## src/rtl/fir_pkg.sv

```systemverilog
// Shared FIR definitions: sample width, default FIR latency, sample type, small helpers.
// Latency: n/a (types and functions only).
// Backpressure: n/a.
package fir_pkg;

    localparam int DW          = 16;
    localparam int LAT_DEFAULT = 2;

    typedef logic signed [DW-1:0] sample_t;

    localparam logic [7:0] DROP_MAX = 8'hFF;

    // Saturating increment for 8-bit event counters.
    function automatic logic [7:0] sat_inc8(input logic [7:0] v);
        return (v == DROP_MAX) ? v : v + 8'd1;
    endfunction

endpackage

```

## src/rtl/fir_result_sink_if.sv

```systemverilog
// Bundle of FIR capture inputs, reader handshake and status for fir_result_sink.
// Latency: n/a (wires only).
// Backpressure: out_vld/out_rdy on the read side; the capture side cannot be stalled.
interface fir_result_sink_if #(
    parameter int DW    = fir_pkg::DW,
    parameter int DEPTH = 8
);
    localparam int CW = $clog2(DEPTH + 1);

    logic          x_vld;
    logic [DW-1:0] y;
    logic          flush;
    logic [DW-1:0] out_data;
    logic          out_vld;
    logic          out_rdy;
    logic [CW-1:0] count;
    logic          full;
    logic          ovf;
    logic [7:0]    drop_cnt;

    // The sink block itself.
    modport slave (
        input  x_vld, y, flush, out_rdy,
        output out_data, out_vld, count, full, ovf, drop_cnt
    );

    // The upstream FIR / downstream reader side.
    modport master (
        output x_vld, y, flush, out_rdy,
        input  out_data, out_vld, count, full, ovf, drop_cnt
    );

endinterface

```

## src/rtl/sync_fifo.sv

```systemverilog
// Show-ahead synchronous FIFO, DEPTH x DW, with occupancy count and full flag.
// Latency: a push is visible at rd_data one cycle after the write edge.
// Backpressure: caller must not push when full unless popping in the same cycle.
module sync_fifo #(
    parameter  int DW    = 16,
    parameter  int DEPTH = 8,
    localparam int AW    = $clog2(DEPTH),
    localparam int CW    = $clog2(DEPTH + 1)
) (
    input  logic          clk,
    input  logic          rst,
    input  logic          clr,
    input  logic          push,
    input  logic          pop,
    input  logic [DW-1:0] wr_data,
    output logic [DW-1:0] rd_data,
    output logic [CW-1:0] count,
    output logic          full,
    output logic          empty
);

    logic [DW-1:0] mem [DEPTH];
    logic [AW-1:0] wr_ptr;
    logic [AW-1:0] rd_ptr;

    // Storage is deliberately unreset; only pointers and count carry state.
    always_ff @(posedge clk) begin
        if (push && !clr) begin
            mem[wr_ptr] <= wr_data;
        end
    end

    // Pointers wrap naturally; count is kept separately so full and empty are unambiguous.
    always_ff @(posedge clk or negedge rst) begin
        if (!rst) begin
            wr_ptr <= '0;
            rd_ptr <= '0;
            count  <= '0;
        end else if (clr) begin
            wr_ptr <= '0;
            rd_ptr <= '0;
            count  <= '0;
        end else begin
            if (push) begin
                wr_ptr <= wr_ptr + AW'(1);
            end
            if (pop) begin
                rd_ptr <= rd_ptr + AW'(1);
            end
            if (push && !pop) begin
                count <= count + CW'(1);
            end else if (pop && !push) begin
                count <= count - CW'(1);
            end
        end
    end

    assign rd_data = mem[rd_ptr];
    assign full    = (count == CW'(DEPTH));
    assign empty   = (count == '0);

endmodule

```

## src/rtl/fir_result_sink.sv

```systemverilog
// Tags FIR input samples, delays the tag by the FIR latency and captures the matching y into a FIFO.
// Latency: x_vld at edge k -> capture at edge k+LAT -> out_vld visible after that edge.
// Backpressure: reader stalls via out_rdy; captures arriving while full are dropped and counted.
module fir_result_sink
    import fir_pkg::*;
#(
    parameter int DW    = fir_pkg::DW,
    parameter int LAT   = fir_pkg::LAT_DEFAULT,
    parameter int DEPTH = 8
) (
    input  logic               clk,
    input  logic               rst,
    fir_result_sink_if.slave   bus
);

    localparam int CW = $clog2(DEPTH + 1);

    logic [LAT-1:0] tag;
    logic           capture;
    logic           push;
    logic           pop;
    logic           drop;
    logic           fifo_full;
    logic           fifo_empty;
    logic [CW-1:0]  fifo_count;
    logic [DW-1:0]  fifo_rd_data;
    logic           ovf_q;
    logic [7:0]     drop_cnt_q;

    // Tag pipe mirrors the FIR latency; the oldest bit marks the edge at which y is valid.
    always_ff @(posedge clk or negedge rst) begin
        if (!rst) begin
            tag <= '0;
        end else if (bus.flush) begin
            tag <= '0;
        end else begin
            tag <= (tag << 1) | LAT'(bus.x_vld);
        end
    end

    assign capture = tag[LAT-1];

    // Flush wins over any capture or pop in the same cycle.
    assign pop  = !bus.flush && !fifo_empty && bus.out_rdy;
    assign push = !bus.flush && capture && (!fifo_full || pop);
    assign drop = !bus.flush && capture && fifo_full && !pop;

    sync_fifo #(
        .DW    (DW),
        .DEPTH (DEPTH)
    ) u_fifo (
        .clk     (clk),
        .rst     (rst),
        .clr     (bus.flush),
        .push    (push),
        .pop     (pop),
        .wr_data (bus.y),
        .rd_data (fifo_rd_data),
        .count   (fifo_count),
        .full    (fifo_full),
        .empty   (fifo_empty)
    );

    // Overflow is sticky until flush/reset; the drop counter saturates rather than wrapping.
    always_ff @(posedge clk or negedge rst) begin
        if (!rst) begin
            ovf_q      <= 1'b0;
            drop_cnt_q <= '0;
        end else if (bus.flush) begin
            ovf_q      <= 1'b0;
            drop_cnt_q <= '0;
        end else if (drop) begin
            ovf_q      <= 1'b1;
            drop_cnt_q <= sat_inc8(drop_cnt_q);
        end
    end

    assign bus.out_data = fifo_rd_data;
    assign bus.out_vld  = !fifo_empty;
    assign bus.count    = fifo_count;
    assign bus.full     = fifo_full;
    assign bus.ovf      = ovf_q;
    assign bus.drop_cnt = drop_cnt_q;

endmodule

```

## src/flat_wrapper.sv

```systemverilog
// flat-port wrapper written by rule: the top's interface ports become plain ports
module fir_result_sink_flat import fir_pkg::*;
#(
    parameter int DW    = fir_pkg::DW,
    parameter int LAT   = fir_pkg::LAT_DEFAULT,
    parameter int DEPTH = 8
)
  (clk, rst, bus_x_vld, bus_y, bus_flush, bus_out_rdy, bus_out_data, bus_out_vld, bus_count, bus_full, bus_ovf, bus_drop_cnt);
  fir_result_sink_if #(.DW(DW), .DEPTH(DEPTH)) bus_i ();
  input  logic clk;
  input  logic rst;
  input wire logic [$bits(bus_i.x_vld)-1:0] bus_x_vld;
  input wire logic [$bits(bus_i.y)-1:0] bus_y;
  input wire logic [$bits(bus_i.flush)-1:0] bus_flush;
  input wire logic [$bits(bus_i.out_rdy)-1:0] bus_out_rdy;
  output wire logic [$bits(bus_i.out_data)-1:0] bus_out_data;
  output wire logic [$bits(bus_i.out_vld)-1:0] bus_out_vld;
  output wire logic [$bits(bus_i.count)-1:0] bus_count;
  output wire logic [$bits(bus_i.full)-1:0] bus_full;
  output wire logic [$bits(bus_i.ovf)-1:0] bus_ovf;
  output wire logic [$bits(bus_i.drop_cnt)-1:0] bus_drop_cnt;
  assign bus_i.x_vld = bus_x_vld;
  assign bus_i.y = bus_y;
  assign bus_i.flush = bus_flush;
  assign bus_i.out_rdy = bus_out_rdy;
  assign bus_out_data = bus_i.out_data;
  assign bus_out_vld = bus_i.out_vld;
  assign bus_count = bus_i.count;
  assign bus_full = bus_i.full;
  assign bus_ovf = bus_i.ovf;
  assign bus_drop_cnt = bus_i.drop_cnt;
  fir_result_sink #(.DW(DW), .LAT(LAT), .DEPTH(DEPTH)) u_core (.clk(clk), .rst(rst), .bus(bus_i));
endmodule
```

## config.mk

```make
export PLATFORM = sky130hd
export DESIGN_NAME = fir_result_sink_flat
export DESIGN_NICKNAME = d
export VERILOG_FILES = /design/src/rtl/fir_pkg.sv /design/src/rtl/fir_result_sink_if.sv /design/src/rtl/sync_fifo.sv /design/src/rtl/fir_result_sink.sv /design/src/flat_wrapper.sv
export SDC_FILE = /design/constraint.sdc
export NUM_CORES = 1
export LEC_CHECK = 0
export CAP_MARGIN = 10
export CORE_ASPECT_RATIO = 0.9
export CORE_UTILIZATION = 60
export CTS_BUF_LIST = sky130_fd_sc_hd__clkbuf_16
export CTS_CLUSTER_DIAMETER = 100
export DETAILED_ROUTE_END_ITERATION = 16
export GPL_TIMING_DRIVEN = 1
export PLACE_DENSITY = 0.88
export SYNTH_ARGS = -nofsm -noshare
export SYNTH_HDL_FRONTEND = slang
export SYNTH_HIERARCHICAL = 1
export SYNTH_SLANG_ARGS = --single-unit
export TNS_END_PERCENT = 50
```

## constraint.sdc

```tcl
create_clock -name clk -period 9.5 [get_ports clk]
set_clock_uncertainty 0.15 [all_clocks]
set_input_delay 1.9 -clock clk [delete_from_list [all_inputs] [get_ports clk]]
set_output_delay 1.9 -clock clk [all_outputs]
set_load 0.02 [all_outputs]
```

==> summary by stage <==
Floorplanning
The die outline height is 98.10 um. The die width is 108.8 um. After floorplanning, the core was divided into 34 placement rows.

The core region is 9827 sq um. Once the floorplan was initialized, standard cells occupied 62.66% of the core. 52 I/O pins were placed. The total die area is 10670 sq um.

STA
The portion of the clock cycle consumed by the worst path in the final layout is 50.71%. The final hold violation count is 0. The worst slew margin relative to its limit is 24.47%. Setup violations remaining at the end of the flow were counted as 0.

The final worst slack is 4.682 ns. The time the final worst path needs with I/O delays and setup is 4.818 ns. Setup repair after global routing left no endpoint under its margin.

The final max-slew violation count is 0. Timing would allow up to between 200 and 250 MHz. At the pin with the least slew margin, the transition time is about 1.1 ns. Summed over all failing endpoints, the final setup total negative slack is 0 ns.

Placed design
Routability-driven placement finished with a final weighted congestion of 0.8447. Timing analysis after detailed placement gives a worst setup slack of 4.382 ns. During placement, the flow inserted port buffers numbering 51. Summing all placed instances gives a cell area of 6824 sq um. Detailed placement finished with a half-perimeter wire length of 6423 um.

Pwr
For this design the ratio of total power to cell area is 210.3 nW/um^2. The static leakage power is 2.522 nW. IR analysis of the VDD net gives a maximum drop of 0.2128 mV.

Final layout
The area growth from synthesis to layout is 20.73%. The filler cell count is 493. The final layout contains 412 nets. The number of diodes added for antenna fixing is 0.

The layout cell share with drive strength beyond 1 is between 10% and 20%. The finished cells cover 7433 sq um.

Yosys
After synthesis, the mean cell area works out to 19.36 sq um. For this run, asynchronously set or reset flops after synthesis account for 14.09%. The number of warnings reported in the yosys synthesis log is 6. The synthesized instance count is 318.

Synthesis produced a netlist with a net count of approximately 350. The dominant register cell in the synthesized netlist is sky130_fd_sc_hd__edfxtp_1. The count of cell types in the netlist is 47. The flip-flop and latch count after synthesis is about 150.

The synthesized design contains approximately 130 enable-type register cells. The sequential cell area fraction in the yosys report is 70.96%. The cell area that synthesis handed to floorplanning was 6157 sq um.

GRT
The initial antenna violation count is 0. The via count of the first global-routing pass is 3365. The combined global-route utilization of all metal layers is 25.38%. Global routing finished with a remaining overflow of 0. The global-route wire length before repair is between 15000 and 20000 um.

Entering global routing, the biggest net connects 35 pins.

Critical path
STA classifies the critical path startpoint as an input port. The worst setup path is captured at a flip-flop. The type of the worst setup path is input port to flip-flop. The maximum fanout along the worst path is 26. STA puts the critical path data required time at 9.64 ns.

The data arrival time at the worst-slack endpoint is 4.95 ns.

Clock tree
The post-CTS setup repair buffer count is 0. The CTS sink count is 149. No sink is reached through more buffers than the 2 on the longest clock path.

The number of gates resized after CTS is 0. The CTS clock-pin slew for the worst setup and hold paths is 0.06 ns. The clock tree from TritonCTS is done. The number of H-tree branching levels is 4. In this run, post-CTS hold repair placed 0 buffers.

The clock insertion delay at the later pin of the skew report is 0.41 ns. The clock tree root buffer cell is sky130_fd_sc_hd__clkbuf_16. The total CTS buffers is 17.

Routing
In this run the remaining antenna-violating nets after routing total 0. After detailed routing, the average wire length per cell comes to ~23 um. The pre-antenna-repair detailed-routing pass consisted of 5 iterations.

In the routed design, unresolved DRC markers number 0. After detailed routing, the number of vias per cell comes to approximately 6.3. The routed wire length is 11990 um.

After the first detailed-routing iteration, the DRC count stood at 244. Summing over every cut layer, the via total after detailed routing is 3309.

Job
The number of maximum-capacitance constraint violations is 0.

Hold path
The path class of the tightest hold or removal check is flip-flop to flip-flop.

Run status
The flow ran to the end, and the final reports show no timing, DRC or antenna violations.
## cells in the final DEF (no fill, tap or decap), types with 2 or more instances in the layout
cell and n:
sky130_fd_sc_hd__nand2b_1 3, sky130_fd_sc_hd__nor3_1 2, sky130_fd_sc_hd__and2b_2 2, sky130_fd_sc_hd__buf_4 11, sky130_fd_sc_hd__a31oi_1 2, sky130_fd_sc_hd__inv_8 5, sky130_fd_sc_hd__ha_1 5, sky130_fd_sc_hd__mux4_1 25
sky130_fd_sc_hd__nand3_1 7, sky130_fd_sc_hd__inv_1 8, sky130_fd_sc_hd__edfxtp_1 128, sky130_fd_sc_hd__clkbuf_16 17, sky130_fd_sc_hd__mux4_2 7, sky130_fd_sc_hd__xnor2_1 3, sky130_fd_sc_hd__dfrtp_1 21, sky130_fd_sc_hd__a211oi_1 3
sky130_fd_sc_hd__and4_1 2, sky130_fd_sc_hd__inv_6 4, sky130_fd_sc_hd__nor2_1 18, sky130_fd_sc_hd__nand2_1 11, sky130_fd_sc_hd__clkinvlp_4 2, sky130_fd_sc_hd__clkinv_4 2, sky130_fd_sc_hd__nor4_2 2, sky130_fd_sc_hd__o21ai_0 5
sky130_fd_sc_hd__mux2_2 16, sky130_fd_sc_hd__mux2i_1 3, sky130_fd_sc_hd__a21oi_1 3, sky130_fd_sc_hd__clkdlybuf4s50_1 51, sky130_fd_sc_hd__or3_1 2, sky130_fd_sc_hd__bufinv_16 2, sky130_fd_sc_hd__xor2_1 3, sky130_fd_sc_hd__nor4_1 2
## metal layers
| layer | routed length (um) | share of wire, % | global-route usage (%) |
|---|---|---|---|
| met1 | 4860 | 41 | 34.91 |
| met2 | 6226 | 52 | 40.80 |
| met3 | 751 | 6.3 | 5.741 |
| met4 | 148 | 1.2 | 8.420 |
| met5 | 0 | 0 | 0 |
## synthesized netlist by cell type, types with 2 or more instances
library cell	number	area, sq um
sky130_fd_sc_hd__mux4_2	7	157.7
sky130_fd_sc_hd__mux2_2	16	180.2
sky130_fd_sc_hd__buf_2	5	25.02
sky130_fd_sc_hd__nor2_1	18	67.56
sky130_fd_sc_hd__nand3_1	7	35.03
sky130_fd_sc_hd__edfxtp_1	128	3844
sky130_fd_sc_hd__nand2_1	11	41.29
sky130_fd_sc_hd__o21ai_0	5	25.02
sky130_fd_sc_hd__ha_1	5	62.56
sky130_fd_sc_hd__mux2i_1	3	30.03
sky130_fd_sc_hd__xnor2_1	3	26.28
sky130_fd_sc_hd__buf_6	5	56.30
sky130_fd_sc_hd__a21oi_1	3	15.01
sky130_fd_sc_hd__inv_1	8	30.03
sky130_fd_sc_hd__xor2_1	3	26.28
sky130_fd_sc_hd__dfrtp_1	21	525.5
sky130_fd_sc_hd__a31oi_1	2	12.51
sky130_fd_sc_hd__nor3_1	2	10.01
sky130_fd_sc_hd__clkbuf_1	4	15.01
sky130_fd_sc_hd__nand2b_1	3	18.77
sky130_fd_sc_hd__a211oi_1	3	22.52
sky130_fd_sc_hd__mux4_1	25	656.9
sky130_fd_sc_hd__and2b_2	2	17.52
sky130_fd_sc_hd__and4_1	2	17.52
sky130_fd_sc_hd__nor4_1	4	25.02
sky130_fd_sc_hd__or3_1	2	12.51
## power by group
group	switching [W]	internal (W)
Combinational	0.0000775	0.0000775
Sequential	0.00000752	0.000716
Clock	0.000284	0.000400
Total	0.000369	0.00119
## path summary, 6_finish.rpt
path,startpoint,slack [ns],end,depth (start not counted)
setup / recovery,bus_flush,4.68,u_core/u_fifo/count[3]$_DFFE_PN0P_,8
max in group asynchronous,rst,6.76,u_core/u_fifo/rd_ptr[2]$_DFFE_PN0P_,1
setup reg to reg,u_core/u_fifo/count[0]$_DFFE_PN0P_,5.93,u_core/u_fifo/count[3]$_DFFE_PN0P_,8
hold / removal,u_core/bus.ovf$_DFFE_PN0P_,0.33,u_core/bus.ovf$_DFFE_PN0P_,1
min in group asynchronous,rst,1.86,u_core/u_fifo/count[0]$_DFFE_PN0P_,1
hold reg to reg,u_core/bus.ovf$_DFFE_PN0P_,0.33,u_core/bus.ovf$_DFFE_PN0P_,1
## critical path, cell delays in order
cell and delay [ns]:
sky130_fd_sc_hd__clkdlybuf4s50_1 0.88, sky130_fd_sc_hd__a211oi_1 0.49, sky130_fd_sc_hd__buf_4 0.23, sky130_fd_sc_hd__nand2b_1 0.14, sky130_fd_sc_hd__ha_1 0.35, sky130_fd_sc_hd__a21oi_1 0.26
sky130_fd_sc_hd__a2111oi_0 0.17, sky130_fd_sc_hd__or4_1 0.54
## cells by family after synthesis
logic type               after synthesis  share of synthesized area [%]
flip-flops                           149                          70.96
AND/OR/NAND/NOR                       63                          5.568
multiplexers                          51                          16.64
buffers and inverters                 22                          2.052
AO/OA/AOI/OAI                         21                          2.581
XOR/XNOR                               6                         0.8536
adder cells (fa/ha/maj)                6                          1.341
## metrics by stage
stage                     util [%]  total power, W  hold slack, ns  std cells
final                        75.64        0.001563          0.3280        524
after global routing         75.64        0.001612          0.3628        524
after CTS                    75.64        0.001573          0.3326        524
after detailed placement     69.44       0.0008901          0.3181        492
after global placement       69.44       0.0008843          0.3133        492
after floorplan                  -       0.0008364          0.2989        318
## registers in the layout, indices dropped and copies added (netlist names)
name,count
u_core/bus.ovf,1
u_core/u_fifo/count,4
u_core/bus.drop_cnt,8
u_core/u_fifo/mem,128
u_core/u_fifo/wr_ptr,3
u_core/tag,2
u_core/u_fifo/rd_ptr,3
## layout make-up
| class | count | area, sq um | share of cell area, % |
|---|---|---|---|
| sequential | 149 | 4369 | 58.78 |
| clock buffer | 17 | 425.4 | 5.723 |
| inverter | 8 | 30.03 | 0.4040 |
| multi-input combinational | 147 | 1674 | 22.52 |
| tap | 126 | 157.7 | 2.121 |
| clock inverter | 15 | 183.9 | 2.474 |
| timing repair buffer | 62 | 593.1 | 7.978 |
(Power assumes the default switching activity.)
==> variant, RTL diff (same settings) <==
The package constant `DROP_MAX` goes from 8'hFF to 8'h7F.
--- a/src/rtl/fir_pkg.sv
+++ b/src/rtl/fir_pkg.sv
@@ -9,5 +9,5 @@
     typedef logic signed [DW-1:0] sample_t;
 
-    localparam logic [7:0] DROP_MAX = 8'hFF;
+    localparam logic [7:0] DROP_MAX = 8'h7F;
 
     // Saturating increment for 8-bit event counters.
Behaviour: no difference found for any inputs over 4 cycles, from zero or initial values and one cycle with rst low; that may be too few to reach the edited logic, so the function may still have changed.
==> variant against the original RTL <==
  * Setup slack got worse by 0.61 ns
  * Critical endpoint unchanged
  * Area after synthesis about the same
  * Sequential share of layout area about the same
  * Power decreased by 0.98%
  * Design area about the same
  * Sequential cell count unchanged
  * Die area about the same
  * First-iteration DRC count decreased by 9.4%
  * Clock power decreased by 2%
  * Count of clock-buffer cells in the layout unchanged
  * Routed wire length decreased by 2.4%
  * Highest routed layer unchanged
  * Register-to-register slack got worse by 0.07 ns
==> variant: results (changes against the original RTL) <==
----------------------------------------------------
[Yosys]
  Arithmetic-cell share of the synthesized area counting full adders, half adders and majority gates ... 1.34% (about the same)
  Synthesized-area fraction occupied by xor and xnor cells ... 0.853% (about the same)
  Number of nets produced by synthesis ... 342 (was 345)
  Synthesized-area fraction occupied by ao, oa, aoi and oai cells ... 1.95% (was 2.58%)
  Ranking of synthesized cells by area ... sky130_fd_sc_hd__edfxtp_1 62%, sky130_fd_sc_hd__mux4_1 11%, sky130_fd_sc_hd__dfrtp_1 8.5% (unchanged)
  Number of instances in the synthesized netlist ... 315 (was 318)

[Power and ir drop]
  Leak pwr ... 2.54 nW (was 2.52 nW)
  Maximum resistive drop on vdd ... 171 uV (was 213 uV)

[Place]
  Routability-driven placement congestion ratio ... 0.768 (was 0.845)
  # placed instances ... 487 (was 492)

[Status]
  Run status ... completed (unchanged)

[Layout]
  Ratio of cells with drive above 1 in the final layout ... 19.1% (about the same)
  Layout filler cell count ... 509 (was 493)

[Setup path]
  Category of cells accounting for the largest share of critical-path delay ... compound AO/OA/AOI/OAI gates (was buffers and inverters)
  Worst EP arrival ... 5.57 ns (was 4.95 ns)
  Highest fanout seen on the critical path ... 27 (was 26)
  Biggest cell delay along the critical path ... 1.10 ns (was 0.88 ns)
  Max stage delay cell, worst path ... sky130_fd_sc_hd__a211oi_1 (was sky130_fd_sc_hd__clkdlybuf4s50_1)

[Route]
  Wire length reported by the detailed router ... 11.7 mm (was 12.0 mm)
  DR WL/cell ... 22.5 um (was 22.9 um)
  Met1 wire length ... 4.75 mm (was 4.86 mm)

[Timing]
  Relative slew slack ... 28.7% (was 24.5%)

[Global routing]
  Met3 Usage GRT ... 7.14% (was 5.74%)
  First-pass GRT wire length ... 18.5 mm (was 19.0 mm)
  Met1 Use GR ... 33.9% (was 34.9%)

----------------------------------------------------
==> variant: changes by cell type after synthesis, moves of 2 or more <==
| cell | change |
|---|---|
| sky130_fd_sc_hd__mux2i_1 | +2 |
| sky130_fd_sc_hd__nor2_1 | +3 |
| sky130_fd_sc_hd__nand2_1 | -3 |
| sky130_fd_sc_hd__or3_1 | -2 |
| sky130_fd_sc_hd__inv_1 | -2 |
| sky130_fd_sc_hd__o311ai_1 | +2 |
| sky130_fd_sc_hd__o21ai_0 | -4 |
| sky130_fd_sc_hd__nand3_1 | -3 |
| sky130_fd_sc_hd__nor2b_1 | +3 |
| sky130_fd_sc_hd__and2b_2 | -2 |
| sky130_fd_sc_hd__buf_2 | +2 |
==> variant: worst paths after layout <==
check | start | endpoint | slack, ns | depth (start not counted)
setup / recovery | bus_flush | u_core/u_fifo/count[3]$_DFFE_PN0P_ | 4.07 | 7
hold / removal | u_core/bus.ovf$_DFFE_PN0P_ | u_core/bus.ovf$_DFFE_PN0P_ | 0.34 | 1
setup reg to reg | u_core/u_fifo/count[1]$_DFFE_PN0P_ | u_core/u_fifo/count[3]$_DFFE_PN0P_ | 5.86 | 8
hold reg to reg | u_core/bus.ovf$_DFFE_PN0P_ | u_core/bus.ovf$_DFFE_PN0P_ | 0.34 | 1
max in group asynchronous | rst | u_core/u_fifo/count[2]$_DFFE_PN0P_ | 6.75 | 1
min in group asynchronous | rst | u_core/bus.drop_cnt[5]$_DFFE_PN0P_ | 1.86 | 1
==> variant: where the power goes <==
group / internal [mW] / switching, mW / total, mW
Sequential: 0.716 / 0.00947 / 0.726
Combinational: 0.0772 / 0.0735 / 0.151
Clock: 0.378 / 0.293 / 0.671
==> variant: cell type report <==
type | instances | area [um2] | share of cell area, %
Timing Repair Buffer | 61 | 586 | 7.88
Clock inverter | 15 | 179 | 2.41
Inverter | 6 | 22.5 | 0.303
Multi-Input combinational cell | 145 | 1690 | 22.7
Tap cell | 126 | 158 | 2.12
Sequential cell | 149 | 4370 | 58.8
Clock buffer | 17 | 425 | 5.73
==> variant: through the flow <==
stage          total power, mW  cell area (um2)
6_report                  1.55             7430
3_3_place_gp             0.882             6820
3_5_place_dp             0.887             6820
2_1_floorplan            0.835             6160
4_1_cts                   1.56             7430
5_1_grt                   1.60             7430
==> variant: cell families (layout without fill, tap and decap cells) <==
| family | Yosys count | after routing |
|---|---|---|
| flip-flops | 149 | 149 |
| AND/OR/NAND/NOR | 62 | 62 |
| multiplexers | 54 | 54 |
| buffers and inverters | 21 | 99 |
| AO/OA/AOI/OAI | 17 | 17 |
| adder cells (fa/ha/maj) | 6 | 6 |
| XOR/XNOR | 6 | 6 |
